File: src/rtl/ch0re_hazard_fwd_unit.sv
// Forwarding and hazard unit for the ch0re RV64I pipeline: shadow scoreboard of
// in-flight writers, operand bypass into ID/EX, load-use stalls, redirect flushes.
module ch0re_hazard_fwd_unit #(
    parameter  int XLEN           = 64,
    parameter  int NUM_FWD_STAGES = 3,
    parameter  int REG_ADDR_WIDTH = 5,
    parameter  int LOAD_LAT       = 2,
    parameter  int CNT_WIDTH      = 32,
    localparam int SEL_W          = $clog2(NUM_FWD_STAGES + 1)
) (
    input  logic                           clk,
    input  logic                           rst,
    input  logic                           i_hold,
    input  logic                           i_id_valid,
    input  logic [REG_ADDR_WIDTH-1:0]      i_id_rs1,
    input  logic [REG_ADDR_WIDTH-1:0]      i_id_rs2,
    input  logic                           i_id_rs1_used,
    input  logic                           i_id_rs2_used,
    input  logic [REG_ADDR_WIDTH-1:0]      i_id_rd,
    input  logic                           i_id_wen,
    input  logic                           i_id_is_load,
    input  logic [XLEN-1:0]                i_rf_rdata1,
    input  logic [XLEN-1:0]                i_rf_rdata2,
    input  logic [NUM_FWD_STAGES*XLEN-1:0] i_stage_data,
    input  logic                           i_redirect,
    output logic [XLEN-1:0]                o_rs1_data,
    output logic [XLEN-1:0]                o_rs2_data,
    output logic [SEL_W-1:0]               o_fwd1_sel,
    output logic [SEL_W-1:0]               o_fwd2_sel,
    output logic                           o_stall,
    output logic                           o_flush_if,
    output logic                           o_flush_id,
    output logic [CNT_WIDTH-1:0]           o_stall_cycles,
    output logic [CNT_WIDTH-1:0]           o_flush_count
);

    logic [NUM_FWD_STAGES-1:0] valid_q;
    logic [NUM_FWD_STAGES-1:0] wen_q;
    logic [NUM_FWD_STAGES-1:0] load_q;
    logic [REG_ADDR_WIDTH-1:0] rd_q [NUM_FWD_STAGES];

    logic [REG_ADDR_WIDTH-1:0] src_addr [2];
    logic                      src_used [2];
    logic [XLEN-1:0]           rf_data  [2];

    logic            hit      [2];
    logic            rdy      [2];
    logic [SEL_W-1:0] sel     [2];
    logic [XLEN-1:0] fwd_data [2];

    logic stall;
    logic flush;
    logic [CNT_WIDTH-1:0] stall_cnt_q, stall_cnt_d;
    logic [CNT_WIDTH-1:0] flush_cnt_q, flush_cnt_d;

    assign src_addr[0] = i_id_rs1;
    assign src_addr[1] = i_id_rs2;
    assign src_used[0] = i_id_rs1_used;
    assign src_used[1] = i_id_rs2_used;
    assign rf_data[0]  = i_rf_rdata1;
    assign rf_data[1]  = i_rf_rdata2;

    // Scan oldest to youngest so the youngest matching writer is the one that sticks.
    always_comb begin
        for (int s = 0; s < 2; s++) begin
            // NOTE: every combinational output gets a default first so no latch is inferred.
            hit[s]      = 1'b0;
            rdy[s]      = 1'b0;
            sel[s]      = '0;
            fwd_data[s] = rf_data[s];
            for (int k = NUM_FWD_STAGES - 1; k >= 0; k--) begin
                if (src_used[s] && (src_addr[s] != '0) && valid_q[k] && wen_q[k]
                    && (rd_q[k] == src_addr[s])) begin
                    hit[s]      = 1'b1;
                    rdy[s]      = !load_q[k] || (k >= LOAD_LAT);
                    sel[s]      = SEL_W'(k + 1);
                    fwd_data[s] = i_stage_data[k*XLEN +: XLEN];
                end
            end
        end
    end

    assign o_fwd1_sel = (hit[0] && rdy[0]) ? sel[0] : '0;
    assign o_fwd2_sel = (hit[1] && rdy[1]) ? sel[1] : '0;
    assign o_rs1_data = (hit[0] && rdy[0]) ? fwd_data[0] : i_rf_rdata1;
    assign o_rs2_data = (hit[1] && rdy[1]) ? fwd_data[1] : i_rf_rdata2;

    // A redirect squashes the dependent instruction, so it never also stalls.
    assign stall = !rst && i_id_valid && !i_redirect
                   && ((hit[0] && !rdy[0]) || (hit[1] && !rdy[1]));
    assign flush = !rst && i_redirect && !i_hold;

    assign o_stall    = stall;
    assign o_flush_if = flush;
    assign o_flush_id = flush;

    always_ff @(posedge clk or posedge rst) begin
        if (rst) begin
            valid_q <= '0;
            wen_q   <= '0;
            load_q  <= '0;
            // NOTE: the scoreboard is a handful of flops, not a RAM, so clearing it on reset is cheap and required.
            for (int k = 0; k < NUM_FWD_STAGES; k++) begin
                rd_q[k] <= '0;
            end
        end else if (!i_hold) begin
            // NOTE: non-blocking assignments let every entry shift from its old neighbour in the same edge.
            for (int k = NUM_FWD_STAGES - 1; k > 0; k--) begin
                valid_q[k] <= valid_q[k-1];
                wen_q[k]   <= wen_q[k-1];
                load_q[k]  <= load_q[k-1];
                rd_q[k]    <= rd_q[k-1];
            end
            valid_q[0] <= i_id_valid && !i_redirect && !stall;
            wen_q[0]   <= i_id_wen;
            load_q[0]  <= i_id_is_load;
            rd_q[0]    <= i_id_rd;
        end
    end

    always_comb begin
        stall_cnt_d = stall_cnt_q;
        flush_cnt_d = flush_cnt_q;
        if (!i_hold) begin
            if (stall && (stall_cnt_q != '1)) stall_cnt_d = stall_cnt_q + CNT_WIDTH'(1);
            if (flush && (flush_cnt_q != '1)) flush_cnt_d = flush_cnt_q + CNT_WIDTH'(1);
        end
    end

    always_ff @(posedge clk or posedge rst) begin
        if (rst) begin
            stall_cnt_q <= '0;
            flush_cnt_q <= '0;
        end else begin
            stall_cnt_q <= stall_cnt_d;
            flush_cnt_q <= flush_cnt_d;
        end
    end

    assign o_stall_cycles = stall_cnt_q;
    assign o_flush_count  = flush_cnt_q;

endmodule

File: config.mk
export PLATFORM = sky130hd
export DESIGN_NAME = ch0re_hazard_fwd_unit
export DESIGN_NICKNAME = d
export VERILOG_FILES = /design/src/rtl/ch0re_hazard_fwd_unit.sv
export SDC_FILE = /design/constraint.sdc
export NUM_CORES = 1
export LEC_CHECK = 0
export ABC_CLOCK_PERIOD_IN_PS = 2800
export CAP_MARGIN = 40
export CORE_AREA = 3 3 207 209
export DETAILED_ROUTE_END_ITERATION = 8
export DIE_AREA = 0 0 210 212
export PLACE_DENSITY = 0.57
export RECOVER_POWER = 100
export SLEW_MARGIN = 20
export SYNTH_ARGS = -nofsm -noshare
export SYNTH_HDL_FRONTEND = slang
export SYNTH_SLANG_ARGS = --single-unit
File: constraint.sdc
create_clock -name clk -period 2.8 [get_ports clk]
set_clock_uncertainty 0.15 [all_clocks]
set_input_delay 0.28 -clock clk [delete_from_list [all_inputs] [get_ports clk]]
set_output_delay 0.28 -clock clk [all_outputs]
set_load 0.01 [all_outputs]
==> impl_metrics.json <==
{
  "status": "complete, but fails checks",
  "violations": "setup timing",
  "final.fill_count": 4053,
  "rsz0062_at_grt": "yes",
  "finalCriticalPeriod_ps": 3200,
  "drtIter0Drc": 859,
  "cp-startpoint": "rd_q[0]$_DFFE_PP0N_",
  "avgSynthCellArea_sq_um": 7.84,
  "cts_hold_buf": 0,
  "syn_area_sq_mm": 0.00796,
  "cts_tree": "done",
  "pwr-share-seq_pct": 32.1,
  "path_max_fanout": 6,
  "track_usage_pct": 22.7,
  "via_per_inst": 5.27,
  "p_clk_share_pct": 29.5,
  "synth_edf_count": 0,
  "coreArea_sq_mm": 0.0410,
  "start_util_pct": 19.4,
  "htree_levels": 3,
  "grt_max_degree": 40,
  "path_cells": "xor2_1, or4_4, nor3_4, buf_6, o31ai_4, buf_6, buf_12, buf_12, buf_12, nand2_4, o21ai_2, buf_2",
  "combPwrFrac_pct": 38.4,
  "worstSkewPairLatency_ps": 340,
  "dp_hpwl_um": 41300,
  "drive_gt1_share_pct": 37.2,
  "synthArstFlopShare_pct": 100,
  "power_density_mw_per_mm2": 253,
  "vias": 11800,
  "hold_class": "register to register",
  "ys.flop_type": "dfrtp_1",
  "switching_share_pct": 30.2,
  "power_leakage_nw": 7.60,
  "ant_nets": 0,
  "synth_top_cell_area_share_pct": 27.3,
  "fp-row-count": 74,
  "endpoint": "o_rs1_data[55]",
  "critPathKind": "register to primary output",
  "start_kind": "register",
  "gr-total-overflow": 0,
  "ioPinCount": 543,
  "arrival_ps": 2770,
  "final_hold_viol_count": 0,
  "ys_seq_area_share_pct": 27.3,
  "report.power.total_mw": 4.47,
  "fp.dieH_um": 212,
  "vdd_drop_max_mv": 0.364,
  "report.final.slew_viol_count": 0,
  "grt_pass1_vias": 11500,
  "worst_pin_slew_ps": 1160,
  "synth_warnings": 0,
  "crit_path_max_incr_delay_ps": 570,
  "p_int_mw": 3.13,
  "clock_tree.root_cell": "clkbuf_16",
  "ff2ff_path_depth": 11,
  "die-area_sq_mm": 0.0445,
  "drc": 0,
  "synth_cells": 1016,
  "synth_top_area_cell": "dfrtp_1",
  "synthDistinctLibCells": 48,
  "nets": 2032,
  "cts_max_path_buffers": 2,
  "firstDrtPassIters": 5,
  "gp_congestion": 0.930,
  "reg2reg_from": "rd_q[14]$_DFFE_PP0N_",
  "wl_um": 57100,
  "stdcell_area_sq_mm": 0.0177,
  "ys_ff_latch": 87,
  "ff2ff_setup_slack_ps": -230,
  "wl_per_cell_um": 25.6,
  "io_buffer_count": 542,
  "p_sw_mw": 1.35,
  "rr_endpoint": "o_stall_cycles[30]$_DFFE_PP0P_",
  "antenna_found_initial": 14,
  "synth_nets": 1362,
  "cts_sinks": 87,
  "maxCapViolCount": 0,
  "grt_first_pass_wirelength_um": 77100,
  "synthTopCellsByArea": "dfrtp_1, a221o_1, o21ai_0",
  "worst_ep_required_time_ps": 2370,
  "placed_area_sq_mm": 0.0148,
  "fmax_ghz": 0.313,
  "synth_commonest_cells": "nand2_1, o21ai_0, a221o_1",
  "tns_ps": -39330,
  "clk_pin_slew_worst_paths_ps": 70,
  "worst_path_most_repeated_cell": "buf_12",
  "yosysMostFrequentCell": "nand2_1",
  "fin_crit_sh_pct": 114,
  "syn2layout_area_growth_pct": 122,
  "crit_slowest_cell": "or4_4",
  "worstSetupEndpointType": "primary output",
  "numCtsBuffers": 9,
  "maxSlewHeadroom_pct": 22.7,
  "finalWorstSetupSlack_ps": -400,
  "die_x_um": 210,
  "finalSetupViolCount": 151
}
## timing repair
action / in CTS / in global routing
buffers inserted: 36 / 33
setup endpoints to repair: 166 / 166
gates cloned: 11 / 18
resized for setup: 722 / 420
pin swaps: 34 / 123
## cells in the final DEF, fill, tap and decap left out, types with 39 or more instances in the layout
cell,n
nand2_2,46
xnor2_1,56
a221o_1,128
dfrtp_1,85
nand2_1,83
buf_4,99
buf_12,39
o21ai_2,94
buf_6,91
buf_2,75
clkdlybuf4s50_1,330
o21ai_1,108
dlygate4sd3_1,68
## state kept, by name, indices dropped and copies added, names as in the netlist
register        count
load_q              2
wen_q               3
valid_q             3
rd_q               15
o_flush_count      32
o_stall_cycles     32
## routing by layer
metal / wire length (um) / share of wire (%) / GRT usage [%]
met1: 22100 / 39 / 28.2
met2: 28200 / 49 / 39.1
met3: 4500 / 7.9 / 5.15
met4: 2270 / 4.0 / 7.21
met5: 89 / 0.16 / 0
## logic make-up after synthesis
group | after synthesis | synth area share, %
AO/OA/AOI/OAI | 402 | 34.2
AND/OR/NAND/NOR | 308 | 18.9
buffers and inverters | 100 | 5.67
XOR/XNOR | 92 | 10.1
flip-flops | 87 | 27.3
multiplexers | 25 | 3.52
adder cells (fa/ha/maj) | 2 | 0.314
## area by class of cell
type | instances | area [sq um] | area share, %
timing repair buffer | 753 | 7760 | 43.9
inverter | 5 | 20.0 | 0.113
antenna | 9 | 22.5 | 0.127
sequential | 87 | 2180 | 12.3
multi-input combinational | 830 | 6710 | 37.9
clock buffer | 9 | 225 | 1.27
clock inverter | 7 | 105 | 0.594
tap | 532 | 666 | 3.76
## metrics by stage
stage | std cells | hold WS [ps] | setup slack (ps) | utilization, %
2_1_floorplan | 1016 | 281 | 107 | -
3_3_place_gp | 2122 | 332 | -1020 | 36.2
3_5_place_dp | 2122 | 327 | -1060 | 36.2
4_1_cts | 2183 | 227 | -411 | 38.5
5_1_grt | 2229 | 363 | -510 | 43.1
6_report | 2232 | 334 | -400 | 43.1
## worst max-delay path, delay by kind of cell, from the launching register on
kind | cells | cell delay, ps
xor gates and xnor gates | 1 | 170
DFF | 1 | 410
and+or+nand+nor | 3 | 860
AOI/OAI and AO/OA | 2 | 110
buffers and inverters | 6 | 860
## worst min path at each step
| stage | startpoint | to | cells after the start |
|---|---|---|---|
| CTS | rst | o_flush_count[25]$_DFFE_PP0P_ | 2 |
| global placement | o_flush_count[17]$_DFFE_PP0P_ | o_flush_count[17]$_DFFE_PP0P_ | 1 |
| detailed placement | o_flush_count[17]$_DFFE_PP0P_ | o_flush_count[17]$_DFFE_PP0P_ | 1 |
| finish | o_flush_count[17]$_DFFE_PP0P_ | o_flush_count[17]$_DFFE_PP0P_ | 1 |
| global route | o_flush_count[17]$_DFFE_PP0P_ | o_flush_count[17]$_DFFE_PP0P_ | 1 |
| floorplan | i_id_rd[4] | rd_q[14]$_DFFE_PP0N_ | 1 |
## power by group through the flow
stage               Combinational, mW  Clock, mW  Sequential, mW
floorplan                       0.415          0            1.46
global placement                 1.55          0            1.45
detailed placement               1.55          0            1.46
CTS                              1.56       1.35            1.44
global route                     1.81       1.40            1.45
finish                           1.72       1.32            1.44
Power figures use the tool's default switching activity.
